==> src/rtl/vga_scan_renderer.sv <==
// VGA scan generator for the snake display: pixel counters, entity-to-colour mapping
// aligned to the game logic's return latency, and the frame-paced movement tick.
module vga_scan_renderer #(
  parameter int          ENT_LATENCY   = 1,
  parameter int          UPDATE_FRAMES = 8,
  parameter logic [11:0] COL_BG        = 12'h000,
  parameter logic [11:0] COL_HEAD      = 12'h0F0,
  parameter logic [11:0] COL_TAIL      = 12'h080,
  parameter logic [11:0] COL_APPLE     = 12'hF00,
  parameter logic [11:0] COL_OVER      = 12'h400,
  parameter logic [11:0] COL_WON       = 12'h040,
  parameter int          H_VISIBLE     = 640,
  parameter int          H_FRONT       = 16,
  parameter int          H_SYNC        = 96,
  parameter int          H_BACK        = 48,
  parameter int          V_VISIBLE     = 480,
  parameter int          V_FRONT       = 10,
  parameter int          V_SYNC        = 2,
  parameter int          V_BACK        = 33
) (
  input  logic        vga_clk,
  input  logic        reset_n,
  input  logic [1:0]  entity,
  input  logic        game_over,
  input  logic        game_won,
  output logic [9:0]  x_out,
  output logic [9:0]  y_out,
  output logic        hsync,
  output logic        vsync,
  output logic [11:0] rgb,
  output logic        update_tick
);

  // Entity codes returned by the game logic; 2'd0 is "nothing".
  localparam logic [1:0] ENT_HEAD  = 2'd1;
  localparam logic [1:0] ENT_TAIL  = 2'd2;
  localparam logic [1:0] ENT_APPLE = 2'd3;

  localparam logic [9:0] H_VIS    = 10'(H_VISIBLE);
  localparam logic [9:0] H_LAST   = 10'(H_VISIBLE + H_FRONT + H_SYNC + H_BACK - 1);
  localparam logic [9:0] HS_FIRST = 10'(H_VISIBLE + H_FRONT);
  localparam logic [9:0] HS_LAST  = 10'(H_VISIBLE + H_FRONT + H_SYNC - 1);
  localparam logic [9:0] V_VIS    = 10'(V_VISIBLE);
  localparam logic [9:0] V_LAST   = 10'(V_VISIBLE + V_FRONT + V_SYNC + V_BACK - 1);
  localparam logic [9:0] VS_FIRST = 10'(V_VISIBLE + V_FRONT);
  localparam logic [9:0] VS_LAST  = 10'(V_VISIBLE + V_FRONT + V_SYNC - 1);
  localparam logic [7:0] FC_LAST  = 8'(UPDATE_FRAMES - 1);

  typedef struct packed {
    logic act;
    logic hs;
    logic vs;
  } scan_t;

  localparam scan_t SCAN_IDLE = '{act: 1'b0, hs: 1'b1, vs: 1'b1};

  scan_t       raw;
  scan_t       pipe [ENT_LATENCY];
  scan_t       ent_scan;
  logic [7:0]  fc;
  logic [11:0] bg_col;
  logic [11:0] pix_col;

  always_ff @(posedge vga_clk or negedge reset_n) begin
    if (!reset_n) begin
      x_out <= '0;
      y_out <= '0;
    end else if (x_out == H_LAST) begin
      x_out <= '0;
      y_out <= (y_out == V_LAST) ? 10'd0 : y_out + 10'd1;
    end else begin
      x_out <= x_out + 10'd1;
    end
  end

  always_comb begin
    raw.act = (x_out < H_VIS) && (y_out < V_VIS);
    raw.hs  = !((x_out >= HS_FIRST) && (x_out <= HS_LAST));
    raw.vs  = !((y_out >= VS_FIRST) && (y_out <= VS_LAST));
  end

  // Delay the scan qualifiers so they line up with the entity code for the same pixel.
  always_ff @(posedge vga_clk or negedge reset_n) begin
    if (!reset_n) begin
      for (int i = 0; i < ENT_LATENCY; i++) pipe[i] <= SCAN_IDLE;
    end else begin
      pipe[0] <= raw;
      for (int i = 1; i < ENT_LATENCY; i++) pipe[i] <= pipe[i-1];
    end
  end

  assign ent_scan = pipe[ENT_LATENCY-1];

  always_comb begin
    bg_col  = game_won ? COL_WON : (game_over ? COL_OVER : COL_BG);
    pix_col = bg_col;
    case (entity)
      ENT_HEAD:  pix_col = COL_HEAD;
      ENT_TAIL:  pix_col = COL_TAIL;
      ENT_APPLE: pix_col = COL_APPLE;
      default:   ;
    endcase
  end

  always_ff @(posedge vga_clk or negedge reset_n) begin
    if (!reset_n) begin
      rgb   <= '0;
      hsync <= 1'b1;
      vsync <= 1'b1;
    end else begin
      rgb   <= ent_scan.act ? pix_col : 12'h000;
      hsync <= ent_scan.hs;
      vsync <= ent_scan.vs;
    end
  end

  // Frame count advances at the first pixel of vertical blanking.
  always_ff @(posedge vga_clk or negedge reset_n) begin
    if (!reset_n) begin
      fc          <= '0;
      update_tick <= 1'b0;
    end else if ((x_out == 10'd0) && (y_out == V_VIS)) begin
      if (fc == FC_LAST) begin
        fc          <= '0;
        update_tick <= 1'b1;
      end else begin
        fc          <= fc + 8'd1;
        update_tick <= 1'b0;
      end
    end else begin
      update_tick <= 1'b0;
    end
  end

endmodule
==> config.mk <==
export PLATFORM = sky130hd
export DESIGN_NAME = vga_scan_renderer
export DESIGN_NICKNAME = d
export VERILOG_FILES = /design/src/rtl/vga_scan_renderer.sv
export SDC_FILE = /design/constraint.sdc
export NUM_CORES = 1
export LEC_CHECK = 0
export CORE_ASPECT_RATIO = 1.5
export CORE_MARGIN = 4
export CORE_UTILIZATION = 50
export DETAILED_ROUTE_END_ITERATION = 10
export GPL_TIMING_DRIVEN = 1
export MAX_ROUTING_LAYER = met4
export PLACE_DENSITY = 0.78
export REMOVE_ABC_BUFFERS = 1
export SLEW_MARGIN = 10
export SYNTH_ARGS = -nofsm -noshare
export SYNTH_HDL_FRONTEND = slang
export SYNTH_SLANG_ARGS = --single-unit
==> constraint.sdc <==
create_clock -name vga_clk -period 2.5 [get_ports vga_clk]
set_clock_uncertainty 0.1 [all_clocks]
set_input_delay 0.5 -clock vga_clk [delete_from_list [all_inputs] [get_ports vga_clk]]
set_output_delay 0.5 -clock vga_clk [all_outputs]
set_load 0.03 [all_outputs]
==> results of run 1 <==
[how the worst max path moves through the flow]
| stage | startpoint | to | slack [ns] | depth (start not counted) |
|---|---|---|---|---|
| 6_report | x_out[8]$_DFF_PN0_ | x_out[8] | 0.30 | 1 |
| 5_1_grt | y_out[5]$_DFFE_PN0N_ | fc[1]$_DFFE_PN0P_ | 0.17 | 4 |
| 2_1_floorplan | x_out[0]$_DFF_PN0_ | y_out[9]$_DFFE_PN0N_ | 0.18 | 5 |
| 4_1_cts | x_out[8]$_DFF_PN0_ | x_out[8] | 0.31 | 1 |
| 3_3_place_gp | y_out[5]$_DFFE_PN0N_ | fc[0]$_DFFE_PN0P_ | 0.38 | 4 |
| 3_5_place_dp | x_out[5]$_DFF_PN0_ | y_out[9]$_DFFE_PN0N_ | 0.32 | 4 |
[state kept, by name, indices dropped and copies added, names as in the netlist]
name / cells
vsync: 1
rgb: 5
fc: 8
y_out: 10
x_out: 10
update_tick: 1
ent_scan: 3
hsync: 1
[routing by layer]
layer | GRT usage [%] | vias up | wire [um]
met5 | - | - | 0
met3 | 4.11 | 5 | 199
met1 | 19.6 | 724 | 1550
li1 | - | 729 | -
met2 | 30.4 | 51 | 2150
met4 | 7.63 | 0 | 76
[cells by family (layout without fill, tap and decap cells)]
kind of cell / after synthesis / count (layout) / synth area share, %
AND/OR/NAND/NOR: 84 / 84 / 24.0
XOR/XNOR: 18 / 18 / 7.96
AO/OA/AOI/OAI: 13 / 13 / 4.36
buffers and inverters: 27 / 59 / 7.26
flip-flops: 39 / 39 / 49.5
multiplexers: 2 / 2 / 1.01
other: 1 / 4 / 0.189
adder cells (fa/ha/maj): 9 / 9 / 5.69
[power by group through the flow]
stage	clock, W	sequential [W]	combinational (W)
3_5_place_dp	0	0.000650	0.0000719
6_report	0.000406	0.000638	0.0000705
2_1_floorplan	0	0.000668	0.0000162
4_1_cts	0.000420	0.000638	0.0000721
5_1_grt	0.000453	0.000639	0.0000772
3_3_place_gp	0	0.000650	0.0000710
[cell usage after synthesis]
library cell	n	area share, %
a2111oi_2	1	0.76
a21boi_0	1	0.38
a21o_1	1	0.38
a21oi_1	1	0.25
a31oi_1	1	0.32
and2_1	3	0.95
and2_4	1	0.44
and3_1	3	0.95
and3_2	2	0.76
buf_2	1	0.25
buf_4	7	2.7
buf_6	2	1.1
clkbuf_1	6	1.1
conb_1	1	0.19
dfrtp_1	35	44
dfstp_2	4	5.3
ha_1	9	5.7
inv_1	11	2.1
mux2i_1	2	1.0
nand2_1	9	1.7
nand2b_1	1	0.32
nand3_1	12	3.0
nand3b_1	1	0.38
nand4_1	8	2.5
nor2_1	12	2.3
nor2b_1	2	0.63
nor3_1	6	1.5
nor4_1	12	3.8
nor4b_1	1	0.44
o21a_1	1	0.38
o21ai_0	6	1.5
o31ai_1	1	0.38
or2_2	2	0.63
or3_1	2	0.63
or3_2	1	0.38
or3_4	1	0.57
or4_1	4	1.5
or4_4	1	0.57
xnor2_1	8	3.5
xor2_1	10	4.4
[per-stage QoR]
stage               util (%)  area [um2]  std cells  hold slack [ns]
floorplan                  -        1890        180            0.104
global placement        62.1        2330        263            0.245
detailed placement      62.1        2330        263            0.248
CTS                     64.3        2410        271            0.241
global route            64.3        2410        271            0.260
finish                  64.3        2410        271            0.213
[cells in the final DEF (no fill, tap or decap), types with 3 or more instances in the layout]
| master | count |
|---|---|
| nand4_1 | 8 |
| nor3_1 | 6 |
| xnor2_1 | 8 |
| nor2_1 | 12 |
| buf_4 | 4 |
| o21ai_0 | 6 |
| and3_1 | 3 |
| ha_1 | 9 |
| nor4_1 | 12 |
| nand2_1 | 9 |
| inv_1 | 11 |
| conb_1 | 4 |
| clkbuf_8 | 5 |
| dfstp_2 | 4 |
| xor2_1 | 10 |
| dfrtp_1 | 35 |
| or4_1 | 4 |
| nand3_1 | 12 |
| and2_1 | 3 |
| clkdlybuf4s50_1 | 35 |
[area by class of cell]
| cell class | count | share of cell area (%) |
|---|---|---|
| clock buffer | 7 | 3.17 |
| clock inverter | 1 | 0.208 |
| inverter | 11 | 1.71 |
| multi-input combinational | 130 | 36.0 |
| sequential | 39 | 40.7 |
| tap | 43 | 2.23 |
| timing repair buffer | 40 | 16.0 |
==> metrics.txt, run 1 <==
GPL Wtd Cong around 0.81; Post-DP HPWL 2770 um; endpoint class of the critical path output port; Worst-Skew Late Latency 0.29 ns; switching share of power a little under a quarter; Worst Path Buf+Inv 1; hold-fix buffers at CTS 0; drt pass-1 iters 4; CTS tree built; Startpoint Class flop; post-layout min period about 2.2 ns; DR iter-0 viols 56; GRT Util Overall 18.0%; Fin. Hold Viols 0; Unique masters post-synth 40; drt drc 0; Rel. slew slack 43.8%; R2R Path End fc[0]$_DFFE_PN0P_; WP data required about 1.9 ns; die height approximately 85 um; type of the worst min-delay path in2async; first-pass GRT wire length 6760 um; LEAKAGE ~1.1 nW; Gates resized, CTS repair 0; WL/cell between 10 and 15 um; RR Startpoint y_out[5]$_DFFE_PN0N_; max-slew violations 0; Crit path max-delay family buffers and inverters; vias per cell between 5 and 6; Worst Setup Path Type reg2out; Net Sw Power roughly 0.00026 W; RSZ-0062 raised after global routing no; final period utilization between 80% and 90%; Avg Cell Area, Syn ~10 um2; initial antenna violation count 0; Final Setup Violations 0; CTS buffer count 5; worst-margin pin slew roughly 0.84 ns; total negative slack 0 ns; slowest CP cell clkdlybuf4s50_1; worst path arrival time roughly 1.6 ns; CORE AREA roughly 0.0037 mm2; I/O pin count just over 40; part of the power in combinational logic approximately 6.3%; Initial Util between 50% and 60%; I/O Buffers 36; H-tree depth 2; Fillers approximately 330; WL final 3970 um; setup ws final around 0.30 ns; Synth Instances slightly below 200; layout cells sized above 1 between 10% and 20%; Post-Place Setup Slack 0.319 ns; Ant. Diodes 0; Internal 0.000857 W; Sink Count 39; power consumption around 0.0011 W; R2R setup slack 0.31 ns; Final ANT Viol Nets 0; Synth Cell Area 0.00198 mm2; CTS Buffer Depth 2; Reg power frac between 50% and 60%; worst path cell trace clkdlybuf4s50_1; pwr/cell area between 400 and 500 mW/mm2; grt ovf 0; status complete, no violations; Multi-input gate area 867 um2; Crit Path Max Fanout 11; die width ~59 um; via count ~1,500; largest net degree at the start of global routing 40; clk root buf clkbuf_8; FF/Latch Area about 980 um2; Area Overhead vs Synth 21.7%; Synth Register Bits 39; register area share after synthesis between 40% and 50%; clock share of power 36.4%; MaxCap Viol Count 0; Worst Reg2Reg Path Length in Cells 4; slowest stage delay, CP between 0.7 and 0.8 ns; fin nets 242; Max IR drop VDD between 0.3 and 0.4 mV; setup repair bufs after CTS 0; die area just over 0.005 mm2; Row Count 27; vias in the first global route 1,491; Synthesis Warnings 0; CTS clk-pin slew, worst paths around 0.070 ns; FMAX around 0.46 GHz
(Power assumes the default switching activity.)
==> run 2: changes to the inputs <==
- CORE_UTILIZATION: 50 -> 51
- GPL_TIMING_DRIVEN: 1 -> not set
- PLACE_DENSITY: 0.78 -> 0.8
==> run 2 against run 1 <==
Against the previous run: worst hold slack lost 0.0035 ns; register-to-register slack got worse by 0.03 ns; clock power decreased by 1%; critical path depth increased by 3; final cell count up 0.37%; flip-flop and latch count is the same; worst setup slack got worse by 0.022 ns; global-route usage up 1.1 points; core utilization rose by 0.79 points; first-iteration DRC count decreased by 34%; largest cell class unchanged.
==> metrics.txt, run 2 (synthesis gave the netlist of run 1 again) <==
die width ~59 um; Fin. Hold Viols 0; CTS clk-pin slew, worst paths about 0.070 ns; type of the worst min-delay path in2async; initial antenna violation count 0; Rel. slew slack 44.6%; I/O Buffers 36; Crit path max-delay family simple AND/OR/NAND/NOR gates; max-slew violations 0; CTS buffer count 5; vias per cell 5.66; hold-fix buffers at CTS 0; worst path cell trace nand4_1 > or4_1 > or3_2 > a21o_1; endpoint class of the critical path flop; Worst-Skew Late Latency ~0.28 ns; drt drc 0; WP data required 2.58 ns; via count approximately 1,500; LEAKAGE ~1.1 nW; setup repair bufs after CTS 0; final instance area between 0.002 and 0.0025 mm2; Row Count 27; utilization after layout approximately 65%; Ant. Diodes 0; MaxCap Viol Count 0; Gates resized, CTS repair 0; RR Startpoint y_out[5]$_DFFE_PN0N_; pwr/cell area 460 mW/mm2; final period utilization between 80 and 90%; I/O pin count 41; vias in the first global route around 1,600; GRT Util Overall 19.1%; WL final about 3900 um; drt pass-1 iters 4; Worst Path Buf+Inv 0; slowest CP cell or4_1; Sink Count 39; FMAX around 0.45 GHz; CORE AREA about 0.0037 mm2; worst-margin pin slew 0.831 ns; Max IR drop VDD around 0.45 mV; clk root buf clkbuf_8; Final Setup Violations 0; worst path arrival time approximately 2.3 ns; Final ANT Viol Nets 0; Startpoint Class flop; Area Overhead vs Synth 22.0%; Crit Path Max Fanout 10; DR iter-0 viols 37; die height 84.3 um; grt ovf 0; first-pass GRT wire length around 7300 um; most frequent cells in the layout 35 x dfrtp_1, 35 x clkdlybuf4s50_1, 12 x nand3_1, 12 x nor2_1, 12 x nor4_1; Placed Area ~0.0023 mm2; GPL Wtd Cong 0.804; die area 0.00497 mm2; post-layout min period approximately 2.2 ns; total negative slack 0 ns; slowest stage delay, CP roughly 0.62 ns; WL/cell between 10 and 15 um; CTS tree built; fin nets 243; crit path from y_out[5]$_DFFE_PN0N_; power consumption about 0.0011 W; Initial Util ~53%; status complete, no violations; largest net degree at the start of global routing 40; Post-DP HPWL slightly below 3000 um; CTS Buffer Depth 2; largest registers x_out x10, y_out x10, fc x8; H-tree depth 2; layout cells sized above 1 between 10% and 20%; Worst Setup Path Type reg2reg; RSZ-0062 raised after global routing no
==> run 2: layout make-up <==
type | count | area [um2]
fill | 317 | 1300
sequential | 39 | 981
tap | 43 | 53.8
clock buffer | 7 | 76.3
multi-input combinational | 130 | 867
clock inverter | 1 | 5.00
inverter | 11 | 41.3
timing repair buffer | 41 | 393
==> run 2: worst paths after layout <==
path | depth (start not counted) | endpoint | slack [ns]
worst min-delay path | 1 | fc[5]$_DFFE_PN0P_ | 0.21
worst max register to register | 4 | fc[0]$_DFFE_PN0P_ | 0.28
max in group asynchronous | 1 | y_out[5]$_DFFE_PN0N_ | 1.56
min in group vga_clk | 0 | vsync$_DFF_PN1_ | 0.26
worst max-delay path | 4 | fc[0]$_DFFE_PN0P_ | 0.28
worst min register to register | 0 | vsync$_DFF_PN1_ | 0.26
==> run 2: metal layers <==
metal / global-route usage [%] / vias to the layer above / share of wire [%]
li1: - / 731 / -
met1: 20.6 / 758 / 38
met2: 33.0 / 42 / 55
met3: 3.85 / 8 / 4.3
met4: 7.63 / 0 / 2.3
met5: - / - / 0
==> run 2: report_power, final <==
part / internal (W) / switching (W)
sequential: 0.000637 / 0.00000193
combinational: 0.0000248 / 0.0000455
clock: 0.000196 / 0.000206
total: 0.000857 / 0.000254
==> run 2: through the flow <==
step                      setup WS [ns]  instances  hold slack (ns)
after global placement            0.389        264            0.245
final                             0.283        272            0.210
after CTS                         0.296        272            0.240
after floorplan                   0.179        180            0.104
after global routing              0.168        272            0.266
after detailed placement          0.314        264            0.251
